<file path="config.mk">
export PLATFORM = sky130hd
export DESIGN_NAME = serial_deshifter
export DESIGN_NICKNAME = d
export VERILOG_FILES = /design/src/rtl/serial_deshifter.sv
export SDC_FILE = /design/constraint.sdc
export NUM_CORES = 1
export LEC_CHECK = 0
export BUFFER_PORTS_ARGS = -buffer_cell sky130_fd_sc_hd__buf_2
export CORE_MARGIN = 8
export CORE_UTILIZATION = 46
export DETAILED_ROUTE_END_ITERATION = 12
export GPL_TIMING_DRIVEN = 0
export PLACE_DENSITY_LB_ADDON = 0.3
export SYNTH_ARGS = -nofsm -noshare
export SYNTH_HDL_FRONTEND = slang
export SYNTH_SLANG_ARGS = --single-unit
</file>
<file path="constraint.sdc">
create_clock -name clk -period 2 [get_ports clk]
set_input_delay 0.2 -clock clk [delete_from_list [all_inputs] [get_ports clk]]
set_output_delay 0.2 -clock clk [all_outputs]
set_load 0.01 [all_outputs]
</file>
<file path="src/rtl/serial_deshifter.sv">
// Serial-to-parallel frame receiver: start bit, WIDTH data bits LSB first, optional even parity,
// stop bit. Define SERIAL_DESHIFTER_PARITY_EN to add the parity stage.
module serial_deshifter #(
  parameter int unsigned WIDTH = 8
) (
  input  logic             clk,
  input  logic             rst_n,
  input  logic             EN,
  input  logic             D,
  output logic [WIDTH-1:0] data,
  output logic             valid,
  output logic             frame_err,
  output logic             busy
);

  localparam int unsigned CntW = $clog2(WIDTH + 1);

`ifdef SERIAL_DESHIFTER_PARITY_EN
  typedef enum logic [1:0] {StIdle, StData, StPar, StStop} state_e;
`else
  typedef enum logic [1:0] {StIdle, StData, StStop} state_e;
`endif

  state_e            r_state, w_state_d;
  logic [CntW-1:0]   r_cnt, w_cnt_d;
  logic [WIDTH-1:0]  r_shift, w_shift_d;
  logic [WIDTH-1:0]  r_data, w_data_d;
  logic              r_valid, w_valid_d;
  logic              r_err, w_err_d;
  logic              w_stop_ok;

`ifdef SERIAL_DESHIFTER_PARITY_EN
  logic              r_par_err, w_par_err_d;
  assign w_stop_ok = D & ~r_par_err;
`else
  assign w_stop_ok = D;
`endif

  always_comb begin
    w_state_d = r_state;
    w_cnt_d   = r_cnt;
    w_shift_d = r_shift;
    w_data_d  = r_data;
    w_valid_d = 1'b0;
    w_err_d   = 1'b0;
`ifdef SERIAL_DESHIFTER_PARITY_EN
    w_par_err_d = r_par_err;
`endif
    if (EN) begin
      case (r_state)
        StIdle: begin
          if (!D) begin
            w_state_d = StData;
            w_cnt_d   = '0;
          end
        end
        StData: begin
          for (int i = 0; i < int'(WIDTH); i++) begin
            if (r_cnt == CntW'(i)) w_shift_d[i] = D;
          end
          if (r_cnt == CntW'(WIDTH - 1)) begin
            w_cnt_d = '0;
`ifdef SERIAL_DESHIFTER_PARITY_EN
            w_state_d = StPar;
`else
            w_state_d = StStop;
`endif
          end else begin
            w_cnt_d = r_cnt + 1'b1;
          end
        end
`ifdef SERIAL_DESHIFTER_PARITY_EN
        StPar: begin
          // Even parity: payload bits plus parity bit must XOR to zero.
          w_par_err_d = (^r_shift) ^ D;
          w_state_d   = StStop;
        end
`endif
        StStop: begin
          if (w_stop_ok) begin
            w_data_d  = r_shift;
            w_valid_d = 1'b1;
          end else begin
            w_err_d = 1'b1;
          end
          w_state_d = StIdle;
        end
        default: w_state_d = StIdle;
      endcase
    end
  end

  always_ff @(posedge clk or negedge rst_n) begin
    if (!rst_n) begin
      r_state <= StIdle;
      r_cnt   <= '0;
      r_shift <= '0;
      r_data  <= '0;
      r_valid <= 1'b0;
      r_err   <= 1'b0;
    end else begin
      r_state <= w_state_d;
      r_cnt   <= w_cnt_d;
      r_shift <= w_shift_d;
      r_data  <= w_data_d;
      r_valid <= w_valid_d;
      r_err   <= w_err_d;
    end
  end

`ifdef SERIAL_DESHIFTER_PARITY_EN
  always_ff @(posedge clk or negedge rst_n) begin
    if (!rst_n) r_par_err <= 1'b0;
    else        r_par_err <= w_par_err_d;
  end
`endif

  assign data      = r_data;
  assign valid     = r_valid;
  assign frame_err = r_err;
  assign busy      = (r_state != StIdle);

endmodule

</file>
======== Word-level counts from Yosys, hierarchy flattened ========
Cells that the tools add are included.
storage, ports and cells
  bits in registers ....................... 24
  output and inout port bits .............. 11
  word-level logic and storage cells ...... 52
cells by class
  reduce and logical (&&, ||, !) cells .... 15
  add/sub/neg operators ................... 1
  muxes and demuxes ....................... 12
  equal/unequal tests ..................... 11
operators by type and width
  kind                 number
  $reduce_and 3->1     11
  $eq 4x3->1 const B   4
  $eq 4x2->1 const B   2
  $mux 4               2
  $pmux 4 s2           1
  $mux 1               6
  $add 4x1->4 const B  1
  $eq 4x1->1 const B   1
  $logic_not 4->1      1
  $mux 2               2
  $ne 2x2->1 const B   2
  $pmux 2 s2           1
  $reduce_bool 2->1    2
  $eq 2x1->1 const B   1
  $eq 2x2->1 const B   1
  $logic_not 2->1      1

======== Logic depth before layout (Yosys ltp) ========
Gate-level depths: netlist of the first run.
  word-level depth ........................ 3
  mapped depth ............................ 5
  gate-level depth less buffers ........... 4

======== Worst setup path before layout of the first run ========
No wires, ideal clock.
  path type ............................... flip-flop to flip-flop
  from .................................... register r_state[1]
  to ...................................... register r_shift[1]
  clock period less this slack ............ 1,310 ps
  required time ........................... 1,875 ps
  library setup time ...................... 125 ps
  stages on the path, launching flop included .. 5
  setup slack ............................. 690 ps
  data arrival time ....................... 1,185 ps
  path buffers ............................ 1
  cell sequence ........................... dfrtp_1 and4bb_1 buf_6 nand3b_1 mux2_4
on the way
  word-level cells in the longest chain between the ends .. 2
RTL lines
  what                               RTL line  RTL
  from (decl)                        24        state_e r_state, w_state_d;
  from (signal assigned)             95        r_state <= StIdle;
  from (signal assigned)             102       r_state <= w_state_d;
  $eq 2x1->1                         50        case (r_state)
  $reduce_and 3->1 (no source line)  n/a
  to (signal assigned)               104       r_shift <= w_shift_d;
  to (decl)                          26        logic [WIDTH-1:0] r_shift, w_shift_d;
No other way between the ends.
A chain may end at the register's enable or synchronous reset.

======== Worst setup path in the final report of the first run ========
  from .................................... register r_cnt[0]
  to ...................................... register r_cnt[3]
on the way
  word-level cells in the longest chain between the ends .. 3
  elaborated cells on any way between the ends .. 4
  classes of those cells .................. 1 x add/sub; 1 x eq/ne; 2 x mux
RTL lines
  what                                       RTL line  RTL
  from (decl)                                25        logic [CntW-1:0] r_cnt, w_cnt_d;
  from (signal assigned)                     103       r_cnt <= w_cnt_d;
  $add 4x1->4 or $eq 4x3->1 (tied branches)  69, 61
  $mux 4 (*)                                 61        if (r_cnt == CntW'(WIDTH - 1)) begin
  $pmux 4 s2 (*)                             50
Every way passes the cells marked *; elsewhere a longest branch is shown, timed or not.

==> results of run 1 <==
==> cells in the mapped netlist, drive strengths merged <==
master | n | area [µm²]
a21boi | 1 | 7.510
ha | 4 | 50.05
mux2i | 1 | 10.01
mux2 | 16 | 206.5
a311oi | 1 | 8.760
or2 | 1 | 6.260
o21ai | 6 | 30.03
nand3 | 5 | 30.03
inv | 6 | 22.52
and4bb | 1 | 12.51
and2b | 1 | 7.510
o22ai | 2 | 12.51
nor2b | 1 | 6.260
dfrtp | 24 | 600.6
nand2b | 2 | 12.51
nand3b | 5 | 37.54
nand4 | 3 | 25.02
nand2 | 3 | 11.26
clkbuf | 1 | 3.750
buf | 3 | 23.77
nor3 | 1 | 5.000
nor3b | 1 | 7.510
==> path summary, 6_finish.rpt <==
kind | end | slack (ns) | depth (start not counted)
worst max register to register | r_cnt[3] | 0.53 | 4
min in group asynchronous | data[6] | 0.38 | 2
worst min-delay path | r_state[1] | 0.13 | 2
worst max-delay path | r_cnt[3] | 0.53 | 4
worst min register to register | data[2] | 0.51 | 1
max in group asynchronous | r_shift[0] | 1.29 | 2
==> flip-flops by register name (all words and copies together), names as in the netlist <==
signal     flops
data           8
frame_err      1
r_cnt          4
r_shift        8
r_state        2
valid          1
==> power by group <==
group / total, W / switching (W) / internal, W
Combinational: 0.000394 / 0.000183 / 0.000211
Clock: 0.000246 / 0.000135 / 0.000111
Sequential: 0.000675 / 0.0000836 / 0.000592
==> routing by layer <==
layer | vias to the layer above | track usage [%] | wire, µm | part of all wire (%)
li1 | 349 | - | - | -
met1 | 346 | 12.07 | 873 | 48
met2 | 14 | 12.79 | 828 | 45
met3 | 4 | 2.211 | 103 | 5.6
met4 | 0 | 4.087 | 29 | 1.6
met5 | - | 0 | 0 | 0
==> per-stage QoR <==
stage	area [µm²]	hold WS, ns	util, %
3_3_place_gp	1240	0.2035	51.45
6_report	1286	0.1344	53.37
5_1_grt	1286	0.1204	53.37
4_1_cts	1286	0.1276	53.37
2_1_floorplan	1137	-0.09559	-
3_5_place_dp	1240	0.1992	51.45
==> kinds of logic (layout without fill, tap and decap cells) <==
kind of cell               Yosys count  count (layout)
and+or+nand+nor                     24              24
muxes                               17              17
adders and majority gates            4               4
DFF                                 24              24
AOI/OAI and AO/OA                   10              10
buffers and inverters               10              28
==> layout make-up <==
class                      instances  area [µm²]
timing repair buffer              14       75.07
buffer                             4       27.53
inverter                           6       22.52
tap                               30       37.54
fill                             213        1124
clock buffer                       4       36.28
sequential                        24       600.6
multi-input combinational         55       486.7
==> run summary, run 1 <==
# Max-Cap Violations -> 0
Final WS setup -> 0.5274 ns
Result of the run -> complete, no violations
Total vias in the final route -> 713
Critical path's top delay family -> compound AO/OA/AOI/OAI gates
Fraction of the mapped netlist area in adder cells -> 4.400%
Worst setup path start -> r_cnt[0]
Number of cells produced by synthesis -> 89
Period Utilization, post-route -> 73.63%
Net count after synthesis -> 97
Final ANT Viol Nets -> 0
Synth Area in Simple Gates -> 14.19%
Commonest non-fill, non-tap cells in the layout -> dfrtp_1, buf_2, mux2_2
Buffers added on ports -> 13
Total power -> 0.001315 W
Data arrival time of the worst path -> 1.66 ns
Startpoint of the worst register-to-register path -> r_cnt[0]
Worst-path clk slew -> 0.12 ns
Hold-fix buffers at CTS -> 1
Power density over the cells -> 1022 nW/µm²
RD Place Congestion -> 0.7799
Wire per inst -> 13.39 µm
DP Wirelength -> 1.365 mm
Class of the most critical hold timing path -> primary input to register
Total of flip-flops plus latches after synthesis -> 24
Endpoint class of the critical path -> register
Synth Area in Compound Gates -> 5.171%
Cells along the critical path -> ha_1, nand3b_1, a311oi_1, o22ai_1
Die Height -> 65.73 µm
Critical path fanouts, max -> 6
Layout Area Growth over Synthesis -> 13.09%
Most common library cell in the layout ignoring fill and taps -> dfrtp_1
Via/cell ratio -> 5.204
Cell type of the slowest stage on the worst timing path -> dfrtp_1
Pleak -> 0.6671 nW
Floorplan core area -> 2410 µm²
Starting density of the core -> 47.20%
Largest family of logic cells by synthesized area -> multiplexers
Largest buffer count on any clock path -> 2
Number of standard-cell rows in the floorplan -> 18
Htree depth -> 1
Wire length of the first global-routing pass -> 3.056 mm
Worst Max-Slew Pin Slew -> 0.5026 ns
Largest net degree at the start of global routing -> 25
Initial antenna violation count -> 0
Count of routing violations after the opening detailed-route iteration -> 25
Worst endpoint required time -> 2.19 ns
Cell area after technology mapping -> 1137 µm²
Worst skew pair latency -> 0.30 ns
CTS tree -> done
Xor and xnor area share after synthesis -> 0%
Gr usage total -> 8.857%
Category of the worst setup path launch point -> register
Net count reported at finish -> 116
Highest achievable clock rate -> 679.1 MHz
Cells after DPL -> 132
Clock sinks -> 24
Die footprint -> 4320 µm²
Final Instance Count excl. Fillers -> 137
Pins Over Slew Limit -> 0
X dimension of the die -> 65.73 µm
Antenna cell count -> 0
Post-CTS setup-driven buffer insertion count -> 0
Share of post-route cells with drive strength above 1 -> 36.45%
Total setup violations reported at the end of the flow -> 0
DRC Markers -> 0
Setup TNS after final layout -> 0 ns
Time the worst path needs with I/O delays and setup -> 1.473 ns
Syn_area_per_cell -> 12.78 µm²
Max IR drop VDD -> 0.5314 mV
Kind of critical path -> register to register
Clock root buffer -> clkbuf_4
Final WL -> 1.834 mm
Worst Hold Launch -> EN
Largest incremental delay on the critical path -> 0.46 ns
I/O pin total -> 15
Residual overflow from global routing -> 0
Setup repair after global routing missed its margin -> no
Inserted Clock Buffers -> 3
Slew Limit Headroom -> 66.49%
Post-CTS Resized -> 0
Via count of the first global-routing pass -> 641
Number of iterations in the first detailed-routing pass -> 4
Seq/Total Area, Yosys -> 52.81%
Portion of netlist area occupied by mux cells -> 19.03%
Buf/Inv on CP -> 0
Setup slack at placement -> 0.5720 ns
Final hold viol count -> 0
Worst clock skew -> 0.002247 ns
Number of warning messages in the yosys log -> 0
Count of unique library cells instantiated by Yosys -> 27
Note: power is estimated with default switching activity, not from simulation.
==> run 2, diff against run 1 <==
- clock period: 2 -> 1.4 ns (I/O delays scaled with it)
==> run 2 against run 1 <==
Against the previous run:
- first-iteration DRC count is 20% lower
- non-clock buffer count increased by 6
- utilization up 3.1 points
- routed wire length rose by 4.0%
- flip-flop and latch count did not move
- die area stayed put
- hold slack worse by 0.051 ns
- count of clock-buffer cells in the layout did not move
- cell area is 5.8% higher
- global-route usage increased by 0.14 points
- final cell count rose by 4.4%
==> run summary, run 2 (same netlist as run 1, synthesis figures left out) <==
Met1 track utilization from global routing -> 12.58%
Buffers added on ports -> 13
Net count reported at finish -> 122
Length in cells of the worst reg-to-reg path -> 4
Via count of the first global-routing pass -> 645
Die Height -> 65.73 µm
Critical path fanouts, max -> 8
Largest buffer count on any clock path -> 2
Category of the worst setup path launch point -> register
Total vias in the final route -> 735
Inserted Clock Buffers -> 3
DP Wirelength -> 1.365 mm
CTS tree -> done
Final WS setup -> 0.02274 ns
Net switching power figure -> 0.0006156 W
Terminus of the critical flop-to-flop path -> r_shift[3]
Kind of critical path -> register to register
Final core utilization -> 56.49%
Most common library cell in the layout ignoring fill and taps -> dfrtp_1
Commonest non-fill, non-tap cells in the layout -> dfrtp_1, buf_2, mux2_2
I/O pin total -> 15
Number of iterations in the first detailed-routing pass -> 4
Setup slack at placement -> -0.02804 ns
Clock sinks -> 24
Pins Over Slew Limit -> 0
Smallest hold slack -> 0.08338 ns
DRC Markers -> 0
Worst endpoint required time -> 1.60 ns
Count of routing violations after the opening detailed-route iteration -> 20
Layout Area Growth over Synthesis -> 19.69%
Final ANT Viol Nets -> 0
Final hold viol count -> 0
# Max-Cap Violations -> 0
Layer with the highest usage -> met2
Total internal power -> 0.001382 W
Worst Max-Slew Pin Slew -> 0.5092 ns
Fraction of power consumed by the clock network -> 17.7%
Share of post-route cells with drive strength above 1 -> 43.36%
Post-route design area -> 1361 µm²
Setup repair after global routing missed its margin -> yes
End point of the most critical hold path -> r_state[1]
Highest achievable clock rate -> 726.1 MHz
Result of the run -> complete, no violations
Initial antenna violation count -> 0
Data arrival time of the worst path -> 1.58 ns
Hold depth -> 2
Startpoint of the worst register-to-register path -> r_state[1]
Met3 global-route usage -> 2.211%
Antenna cell count -> 0
Die footprint -> 4320 µm²
Clock root buffer -> clkbuf_4
Setup TNS after final layout -> 0 ns
Total setup violations reported at the end of the flow -> 0
Max IR drop VDD -> 0.8205 mV
Worst-path clk slew -> 0.12 ns
X dimension of the die -> 65.73 µm
Worst skew pair latency -> 0.31 ns
Time the worst path needs with I/O delays and setup -> 1.377 ns
Register-to-register setup slack -> 0.02 ns
Dpl cell area -> 1240 µm²
Endpoint class of the critical path -> register
Final WL -> 1.908 mm
Floorplan core area -> 2410 µm²
Power density over the cells -> 1467 nW/µm²
Fraction of power consumed by sequential logic -> 48.6%
Net switching fraction of the power -> 30.82%
Gr usage total -> 8.998%
Htree depth -> 1
Via/cell ratio -> 5.140
RD Place Congestion -> 0.7799
Pleak -> 0.6938 nW
Slew Limit Headroom -> 66.05%
Class of the most critical hold timing path -> primary input to register
Number of standard-cell rows in the floorplan -> 18
Residual overflow from global routing -> 0
Worst Hold Launch -> EN
Wire length of the first global-routing pass -> 3.105 mm
Comb power frac -> 33.7%
Largest net degree at the start of global routing -> 25
Starting density of the core -> 47.20%
Worst clock skew -> 0.003075 ns
Met2 demand-to-capacity share in global routing -> 12.67%
Period Utilization, post-route -> 98.38%
Wire per inst -> 13.34 µm
[run 2: critical path, stage by stage (launching register included)]
cell and delay (ns):
dfrtp_2 0.47, and4bb_1 0.27, buf_6 0.13, nand3b_1 0.10
mux2_4 0.31
[run 2: power by group through the flow]
stage	registers, W	clock network [W]	logic [W]
after floorplan	0.000951	0	0.000449
after global placement	0.000977	0	0.000542
after detailed placement	0.000980	0	0.000563
after CTS	0.000959	0.000362	0.000622
after global routing	0.000997	0.000395	0.000743
final	0.000970	0.000354	0.000674
[run 2: cell type report]
cell class	count	area, µm²
inverter	6	22.52
tap	30	37.54
fill	205	1049
sequential	24	603.1
multi-input combinational	55	514.2
buffer	4	27.53
timing repair buffer	20	120.1
clock buffer	4	36.28
[run 2: worst max path at each step]
stage / from / end / slack (ns) / depth (start not counted)
global route: r_state[1] / r_shift[3] / -0.06 / 4
global placement: r_state[1] / r_shift[2] / 0.01 / 4
CTS: r_state[1] / r_shift[2] / -0.002 / 4
detailed placement: r_cnt[0] / r_cnt[3] / -0.03 / 4
finish: r_state[1] / r_shift[3] / 0.02 / 4
floorplan: r_state[1] / r_shift[1] / 0.09 / 4
[run 2: repair_timing]
item	CTS	global route
endpoints found under the setup margin	12	10
gates resized for setup	3	3
hold buffers	1	0
endpoints found under the hold margin	24	0
buffers inserted	2	4
[run 2: per-layer routing]
metal | part of all wire (%) | vias to the layer above
li1 | - | 361
met5 | 0 | -
met3 | 4.8 | 4
met1 | 49 | 358
met2 | 44 | 12
met4 | 1.5 | 0
[run 2: through the flow]
step	cells	power (W)
2_1_floorplan	89	0.001400
3_3_place_gp	132	0.001518
3_5_place_dp	132	0.001544
4_1_cts	139	0.001943
5_1_grt	143	0.002135
6_report	143	0.001997
==> run 3, diff against run 2 <==
- RECOVER_POWER: not set -> 100
==> run 3 against run 2 <==
Against the previous run:
- global-route usage is the same
- critical path depth is the same
- cell area is the same
- setup slack is the same
- clock power is essentially flat
- combinational power is essentially flat
- power is essentially flat
- sequential share of layout area is the same
- routed wire length is essentially flat
- first-iteration DRC count is the same
- via count is the same
==> run summary, run 3 (same netlist as run 1, synthesis figures left out) <==
Worst Hold Launch -> EN
Net switching power figure -> 0.0006157 W
Setup repair after global routing missed its margin -> yes
End point of the most critical hold path -> r_state[1]
Buffers added on ports -> 13
Category of the worst setup path launch point -> register
Pins Over Slew Limit -> 0
Total vias in the final route -> 735
DRC Markers -> 0
Critical path fanouts, max -> 8
Number of standard-cell rows in the floorplan -> 18
DP Wirelength -> 1.365 mm
Comb power frac -> 33.7%
Worst clock skew -> 0.003075 ns
Via count of the first global-routing pass -> 645
Kind of critical path -> register to register
X dimension of the die -> 65.73 µm
Wire per inst -> 13.34 µm
# Max-Cap Violations -> 0
Number of iterations in the first detailed-routing pass -> 4
Inserted Clock Buffers -> 3
Most common library cell in the layout ignoring fill and taps -> dfrtp_1
Via/cell ratio -> 5.140
Initial antenna violation count -> 0
Starting density of the core -> 47.20%
Result of the run -> complete, no violations
Largest buffer count on any clock path -> 2
Commonest non-fill, non-tap cells in the layout -> dfrtp_1, buf_2, mux2_2
Die Height -> 65.73 µm
Setup TNS after final layout -> 0 ns
Fraction of power consumed by sequential logic -> 48.6%
Net count reported at finish -> 122
Share of post-route cells with drive strength above 1 -> 43.36%
Time the worst path needs with I/O delays and setup -> 1.377 ns
Residual overflow from global routing -> 0
CTS tree -> done
Total power -> 0.001997 W
Worst-path clk slew -> 0.12 ns
Final WL -> 1.907 mm
Power density over the cells -> 1467 nW/µm²
Floorplan core area -> 2410 µm²
Layout Area Growth over Synthesis -> 19.69%
Final ANT Viol Nets -> 0
Count of routing violations after the opening detailed-route iteration -> 20
RD Place Congestion -> 0.7799
Clock root buffer -> clkbuf_4
Final hold viol count -> 0
Slew Limit Headroom -> 62.24%
Period Utilization, post-route -> 98.38%
Endpoint class of the critical path -> register
Total setup violations reported at the end of the flow -> 0
Wire length of the first global-routing pass -> 3.105 mm
Fraction of power consumed by the clock network -> 17.7%
Length in cells of the worst reg-to-reg path -> 4
Startpoint of the worst register-to-register path -> r_state[1]
Clock sinks -> 24
Terminus of the critical flop-to-flop path -> r_shift[3]
Pleak -> 0.6941 nW
Die footprint -> 4320 µm²
Class of the most critical hold timing path -> primary input to register
Worst Max-Slew Pin Slew -> 0.5664 ns
Total internal power -> 0.001382 W
Gr usage total -> 8.998%
I/O pin total -> 15
Antenna cell count -> 0
Final core utilization -> 56.49%
Worst endpoint required time -> 1.60 ns
Hold depth -> 2
Register-to-register setup slack -> 0.02 ns
Htree depth -> 1
Highest achievable clock rate -> 726.1 MHz
Worst skew pair latency -> 0.31 ns
Net switching fraction of the power -> 30.82%
Max IR drop VDD -> 0.8205 mV
Data arrival time of the worst path -> 1.58 ns
Largest net degree at the start of global routing -> 25
## run 3: cell count changes in the layout (fill, tap and decap cells not counted)
cell / previous run / this run
buf_2: 14 / 13
clkbuf_2: 0 / 1
## run 3: worst max path at each step
stage	slack, ns	end	start	depth (start not counted)
after floorplan	0.09	r_shift[1]	r_state[1]	4
after global placement	0.01	r_shift[2]	r_state[1]	4
after detailed placement	-0.03	r_cnt[3]	r_cnt[0]	4
after CTS	-0.002	r_shift[2]	r_state[1]	4
after global routing	-0.06	r_shift[3]	r_state[1]	4
final	0.02	r_shift[3]	r_state[1]	4
## run 3: worst max-delay path, cell delays in order (launching register included)
cell	delay [ns]
dfrtp_2	0.47
and4bb_1	0.27
buf_6	0.13
nand3b_1	0.10
mux2_4	0.31
## run 3: timing repair
| item | 4_1_cts | 5_1_grt |
|---|---|---|
| hold endpoints to repair | 24 | 0 |
| resized for setup | 3 | 3 |
| buffers inserted | 2 | 4 |
| setup endpoints to repair | 12 | 10 |
| hold buffers | 1 | 0 |
## run 3: cell type report
cell class,instances,area [µm²]
Multi-Input combinational cell,55,514.2
Sequential cell,24,603.1
Buffer,4,27.53
Timing Repair Buffer,20,120.1
Fill cell,205,1049
Tap cell,30,37.54
Inverter,6,22.52
Clock buffer,4,36.28
## run 3: metrics by stage
| step | setup slack, ns | hold WS, ns | std cells | cell area [µm²] |
|---|---|---|---|---|
| 2_1_floorplan | 0.08984 | -0.1556 | 89 | 1137 |
| 6_report | 0.02274 | 0.08338 | 143 | 1361 |
| 3_5_place_dp | -0.02804 | 0.1392 | 132 | 1240 |
| 5_1_grt | -0.05656 | 0.07617 | 143 | 1361 |
| 3_3_place_gp | 0.009679 | 0.1435 | 132 | 1240 |
| 4_1_cts | -0.002201 | 0.07631 | 139 | 1314 |
## run 3: metal layers
layer  up-vias  share of wire [%]  GRT usage, %
met4         0                1.5         4.087
met1       358                 49         12.58
met3         4                4.8         2.211
li1        361                  -             -
met5         -                  0             0
met2        12                 45         12.67
## run 3: power groups by stage
stage,Clock [W],Combinational (W),Sequential (W)
after floorplan,0,0.000449,0.000951
after global placement,0,0.000542,0.000977
after detailed placement,0,0.000563,0.000980
after CTS,0.000362,0.000622,0.000959
after global routing,0.000395,0.000743,0.000997
final,0.000354,0.000674,0.000970
